$ cat src/rtl/mem_arb_pkg.sv
// rtl/mem_arb_pkg.sv - shared types and grant ids for the instr/data memory port arbiter
package mem_arb_pkg;

  typedef enum logic [1:0] {
    ST_IDLE  = 2'd0,
    ST_ISSUE = 2'd1,
    ST_WAIT  = 2'd2,
    ST_RESP  = 2'd3
  } state_t;

  localparam logic GNT_I = 1'b0;
  localparam logic GNT_D = 1'b1;

  // One-hot request mask for a grant id: bit 0 is the fetch port, bit 1 the data port.
  function automatic logic [1:0] id_mask(input logic id);
    return id ? 2'b10 : 2'b01;
  endfunction

endpackage

$ cat src/rtl/rr_arb2.sv
// rtl/rr_arb2.sv - two-way round-robin picker with per-requester exclusion
import mem_arb_pkg::*;

module rr_arb2 (
  input  logic [1:0] req,
  input  logic       last,
  input  logic [1:0] exclude,
  output logic [1:0] gnt,
  output logic       gnt_id
);

  logic [1:0] eligible;

  assign eligible = req & ~exclude;

  // On a tie the requester that did not win last time goes next.
  always_comb begin
    gnt_id = GNT_I;
    if (eligible == 2'b11) begin
      gnt_id = ~last;
    end else if (eligible[1]) begin
      gnt_id = GNT_D;
    end
    gnt = (eligible == 2'b00) ? 2'b00 : id_mask(gnt_id);
  end

endmodule

$ cat src/rtl/mem_port_arbiter.sv
// rtl/mem_port_arbiter.sv - shares one synchronous SRAM port between CPU fetch and data requests
import mem_arb_pkg::*;

module mem_port_arbiter #(
  parameter int ADDR_W  = 32,
  parameter int DATA_W  = 32,
  parameter int MEM_LAT = 1
) (
  input  logic              clk,
  input  logic              rst,
  input  logic              i_req,
  input  logic [ADDR_W-1:0] i_addr,
  output logic [DATA_W-1:0] i_rdata,
  output logic              i_valid,
  input  logic              d_req,
  input  logic              d_we,
  input  logic [ADDR_W-1:0] d_addr,
  input  logic [DATA_W-1:0] d_wdata,
  output logic [DATA_W-1:0] d_rdata,
  output logic              d_valid,
  output logic              m_en,
  output logic              m_we,
  output logic [ADDR_W-1:0] m_addr,
  output logic [DATA_W-1:0] m_wdata,
  input  logic [DATA_W-1:0] m_rdata,
  output logic              busy
);

  localparam int            CW       = $clog2(MEM_LAT) + 1;
  localparam logic [CW-1:0] CNT_INIT = CW'(MEM_LAT - 1);

  state_t        state;
  state_t        state_nx;
  logic [CW-1:0] cnt;
  logic [CW-1:0] cnt_nx;
  logic          take;
  logic          owner;
  logic          last;
  logic          we_lat;
  logic [1:0]    gnt;
  logic [1:0]    exclude;
  logic          gnt_id;

  // The port just being answered may not win again straight out of RESP.
  assign exclude = (state == ST_RESP) ? id_mask(owner) : 2'b00;

  rr_arb2 u_arb (
    .req     ({d_req, i_req}),
    .last    (last),
    .exclude (exclude),
    .gnt     (gnt),
    .gnt_id  (gnt_id)
  );

  // Next-state logic; a grant can be taken from IDLE or straight out of RESP.
  always_comb begin
    state_nx = state;
    cnt_nx   = cnt;
    take     = 1'b0;
    case (state)
      ST_IDLE: begin
        if (|gnt) begin
          take     = 1'b1;
          state_nx = ST_ISSUE;
        end
      end
      ST_ISSUE: begin
        state_nx = ST_WAIT;
        cnt_nx   = CNT_INIT;
      end
      ST_WAIT: begin
        if (cnt == '0) begin
          state_nx = ST_RESP;
        end else begin
          cnt_nx = cnt - CW'(1);
        end
      end
      ST_RESP: begin
        if (|gnt) begin
          take     = 1'b1;
          state_nx = ST_ISSUE;
        end else begin
          state_nx = ST_IDLE;
        end
      end
      default: state_nx = ST_IDLE;
    endcase
  end

  // State and latency counter registers.
  always_ff @(posedge clk or negedge rst) begin
    if (!rst) begin
      state <= ST_IDLE;
      cnt   <= '0;
    end else begin
      state <= state_nx;
      cnt   <= cnt_nx;
    end
  end

  // Capture the winning request so the requester may change its inputs after grant.
  always_ff @(posedge clk or negedge rst) begin
    if (!rst) begin
      owner   <= GNT_I;
      last    <= GNT_D;
      we_lat  <= 1'b0;
      m_addr  <= '0;
      m_wdata <= '0;
    end else if (take) begin
      owner  <= gnt_id;
      last   <= gnt_id;
      we_lat <= (gnt_id == GNT_D) && d_we;
      m_addr <= (gnt_id == GNT_D) ? d_addr : i_addr;
      if (gnt_id == GNT_D) begin
        m_wdata <= d_wdata;
      end
    end
  end

  // Registered strobes derived from the state being entered.
  always_ff @(posedge clk or negedge rst) begin
    if (!rst) begin
      m_en    <= 1'b0;
      m_we    <= 1'b0;
      busy    <= 1'b0;
      i_valid <= 1'b0;
      d_valid <= 1'b0;
    end else begin
      m_en    <= (state_nx == ST_ISSUE);
      m_we    <= take && (gnt_id == GNT_D) && d_we;
      busy    <= (state_nx != ST_IDLE);
      i_valid <= (state_nx == ST_RESP) && (owner == GNT_I);
      d_valid <= (state_nx == ST_RESP) && (owner == GNT_D);
    end
  end

  // Read data is taken on the last WAIT edge and held until that port's next read.
  always_ff @(posedge clk or negedge rst) begin
    if (!rst) begin
      i_rdata <= '0;
      d_rdata <= '0;
    end else if ((state == ST_WAIT) && (cnt == '0)) begin
      if (owner == GNT_I) begin
        i_rdata <= m_rdata;
      end else if (!we_lat) begin
        d_rdata <= m_rdata;
      end
    end
  end

endmodule

$ cat config.mk
export PLATFORM = sky130hd
export DESIGN_NAME = mem_port_arbiter
export DESIGN_NICKNAME = d
export VERILOG_FILES = /design/src/rtl/mem_arb_pkg.sv /design/src/rtl/rr_arb2.sv /design/src/rtl/mem_port_arbiter.sv
export SDC_FILE = /design/constraint.sdc
export NUM_CORES = 1
export LEC_CHECK = 0
export BUFFER_PORTS_ARGS = -buffer_cell sky130_fd_sc_hd__buf_2
export CORE_ASPECT_RATIO = 0.9
export CORE_UTILIZATION = 40
export DETAILED_ROUTE_END_ITERATION = 8
export GPL_TIMING_DRIVEN = 1
export PLACE_DENSITY_LB_ADDON = 0.3
export SLEW_MARGIN = 10
export SYNTH_ARGS = -nofsm -noshare
export SYNTH_HDL_FRONTEND = slang
export SYNTH_SLANG_ARGS = --single-unit
$ cat constraint.sdc
create_clock -name clk -period 6.1 [get_ports clk]
set_clock_uncertainty 0.15 [all_clocks]
set_input_delay 0.305 -clock clk [delete_from_list [all_inputs] [get_ports clk]]
set_output_delay 0.305 -clock clk [all_outputs]
set_load 0.05 [all_outputs]
==> impl_metrics.py <==
metrics = {
    "floorplanning": {
        "die_y_um": 113,
        "start_util": 0.411,
        "die_x_um": 126,
        "dieArea_um2": 14300,
        "core_um2": 13400,
        "rows": 40,
        "design.portCount": 266,
    },
    "cells_and_area": {
        "drive_gt1_frac": 0.510,
        "num-fill-cells": 1052,
        "final_core_util": 0.610,
        "layout.nets": 852,
        "antenna_cells": 0,
        "area.growth.synth_to_final_pct": 48.4,
    },
    "synthesis": {
        "syn_avg_cell_area_um2": 14.5,
        "synth_seq_cells": 138,
        "ys_types": 26,
        "netlist_instances": 381,
        "syn_area_um2": 5520,
        "synth-warning-count": 0,
        "synth_seq_area_share": 0.626,
        "syn_nets": 518,
    },
    "sta": {
        "finalHoldViolCount": 0,
        "whs_ps": 22.8,
        "max_clock_freq_mhz": 380,
        "slew_headroom": 0.328,
        "finalSetupViolCount": 0,
        "setup_tns_ps": 0,
        "drv_slew": 0,
        "fin_ws_ps": 3470,
        "rsz0062_at_grt": "no",
        "worst_pin_slew_ps": 1010,
        "period_needed_ps": 2630,
        "fin_crit_sh": 0.432,
    },
    "cts": {
        "clk_path_buf_depth": 2,
        "cts_setup_buffers": 0,
        "cts_hold_buf": 66,
        "clk_latency_ps": 400,
        "htreeDepth": 4,
        "clock_sinks": 138,
        "path_clk_slew_ps": 60,
        "cts-buffers-inserted": 17,
        "cts-root-buf": "clkbuf_16",
        "cts_resized": 0,
        "cts_tree": "yes",
    },
    "hold_path": {
        "min_from": "i_addr[15]",
        "hold_path_class": "in -> reg",
    },
    "placed_design": {
        "dp_worst_setup_slack_ps": 3470,
        "port_buffers": 265,
        "dpl.hpwl_um": 9280,
        "gp_congestion": 0.765,
    },
    "routing": {
        "vias": 4269,
        "antenna_left": 0,
        "detail_route.wl_per_cell_um": 15.6,
        "via_per_inst": 4.77,
        "drtIter0Drc": 156,
        "first_pass_iters": 4,
        "drc": 0,
        "wl_um": 14000,
    },
    "setup_path": {
        "cp_data_required_time_ps": 6230,
        "criticalPathCategory": "reg -> reg",
        "cp-end-kind": "register",
        "cp_max_fo": 36,
        "arrival_ps": 2760,
        "start_kind": "register",
        "worstReg2RegStart": "state[1]$_DFF_PN0_",
        "cp-startpoint": "state[1]$_DFF_PN0_",
    },
    "grt": {
        "grt_util_all_layers": 0.207,
        "grt_pass1_vias": 4573,
        "grt_pass1_wl_um": 22700,
        "gr-total-overflow": 0,
        "antenna_found_initial": 1,
        "grt_max_degree": 83,
    },
    "status": {
        "status": "finished, final reports clean",
    },
    "flow_run": {
        "cap_violations": 0,
    },
}
==> per-layer routing <==
layer / share of wire / routed length (µm) / vias to the layer above / global-route usage
met3: 0.080 / 1120 / 20 / 0.0797
li1: - / - / 2005 / -
met1: 0.39 / 5510 / 2056 / 0.224
met5: 0.00093 / 13 / - / 0
met4: 0.015 / 215 / 2 / 0.0707
met2: 0.51 / 7100 / 186 / 0.372
==> worst max-delay path: stages, from the launching register on <==
cell      delay (ps)
dfrtp_1          410
ha_1             290
a21boi_2         300
o21ai_4           80
buf_4            310
nor2_8           530
mux2_1           400
==> cell families after synthesis <==
family                   after synthesis  synth area share
flip-flops                           138             0.626
adder cells (fa/ha/maj)                4           0.00907
buffers and inverters                 25            0.0272
AO/OA/AOI/OAI                         40            0.0438
multiplexers                         129             0.256
AND/OR/NAND/NOR                       45            0.0374
==> layout make-up <==
class	count	area (µm²)	area share
repair buffers	336	2030	0.248
flip-flops and latches	138	3450	0.422
multi-input cells	218	1930	0.236
inverters	4	15.0	0.00183
well taps	168	210	0.0257
clock buffers	18	439	0.0537
clock inverters	13	104	0.0127
==> cell usage in the layout (no fill, tap or decap), types with 2 or more instances in the layout <==
cell           Yosys  final
buf_2              9    264
dfrtp_1          137    137
dlygate4sd3_1      0     67
mux2_2            65     65
nand2_1           34     34
mux2_1            32     32
mux2i_1           32     32
o21ai_1           32     32
clkbuf_16          0     17
clkinv_2           0      8
inv_1              4      4
ha_1               4      4
buf_4              6      4
nor2b_1            3      2
nand2b_1           2      2
nor2_1             2      2
and2_1             2      2
a21o_1             2      2
clkinv_4           0      2
==> sequential cells by signal (all words and copies together), names as in the netlist <==
| name | cells |
|---|---|
| d_rdata | 32 |
| i_rdata | 32 |
| m_addr | 32 |
| m_wdata | 32 |
| state | 2 |
| busy | 1 |
| d_valid | 1 |
| i_valid | 1 |
| last | 1 |
| m_en | 1 |
| m_we | 1 |
| owner | 1 |
| we_lat | 1 |
==> cells in the mapped netlist (all sizes together) <==
cell type,number,area (µm²)
a21boi,1,11.3
a21o,2,15.0
a221oi,1,8.76
a22o,1,8.76
a31oi,1,6.26
and2,2,12.5
buf,18,124
clkbuf,3,11.3
dfrtp,137,3430
dfstp,1,26.3
ha,4,50.1
inv,4,15.0
mux2,97,1090
mux2i,32,320
nand2,34,128
nand2b,2,12.5
nand3b,1,7.51
nor2,3,27.5
nor2b,3,18.8
o21ai,33,176
o221ai,1,15.0
==> final timing paths <==
kind / endpoint / slack [ps] / cells after the start
setup / recovery: m_wdata[31]$_DFFE_PN0P_ / 3470 / 6
hold / removal: m_addr[15]$_DFFE_PN0N_ / 20 / 3
hold reg to reg: m_addr[11]$_DFFE_PN0N_ / 330 / 2
min in group asynchronous: i_rdata[21]$_DFFE_PN0P_ / 270 / 2
max in group asynchronous: m_addr[9]$_DFFE_PN0N_ / 4110 / 3
setup reg to reg: m_wdata[31]$_DFFE_PN0P_ / 3470 / 6
==> stage by stage <==
| step | instances | cell area [µm²] |
|---|---|---|
| 5_1_grt | 895 | 8190 |
| 2_1_floorplan | 381 | 5520 |
| 3_5_place_dp | 797 | 6970 |
| 4_1_cts | 894 | 8180 |
| 3_3_place_gp | 797 | 6970 |
| 6_report | 895 | 8190 |
Power is not shown: default switching activity piles up to over one toggle a cycle in this logic, so the estimate is an artifact.
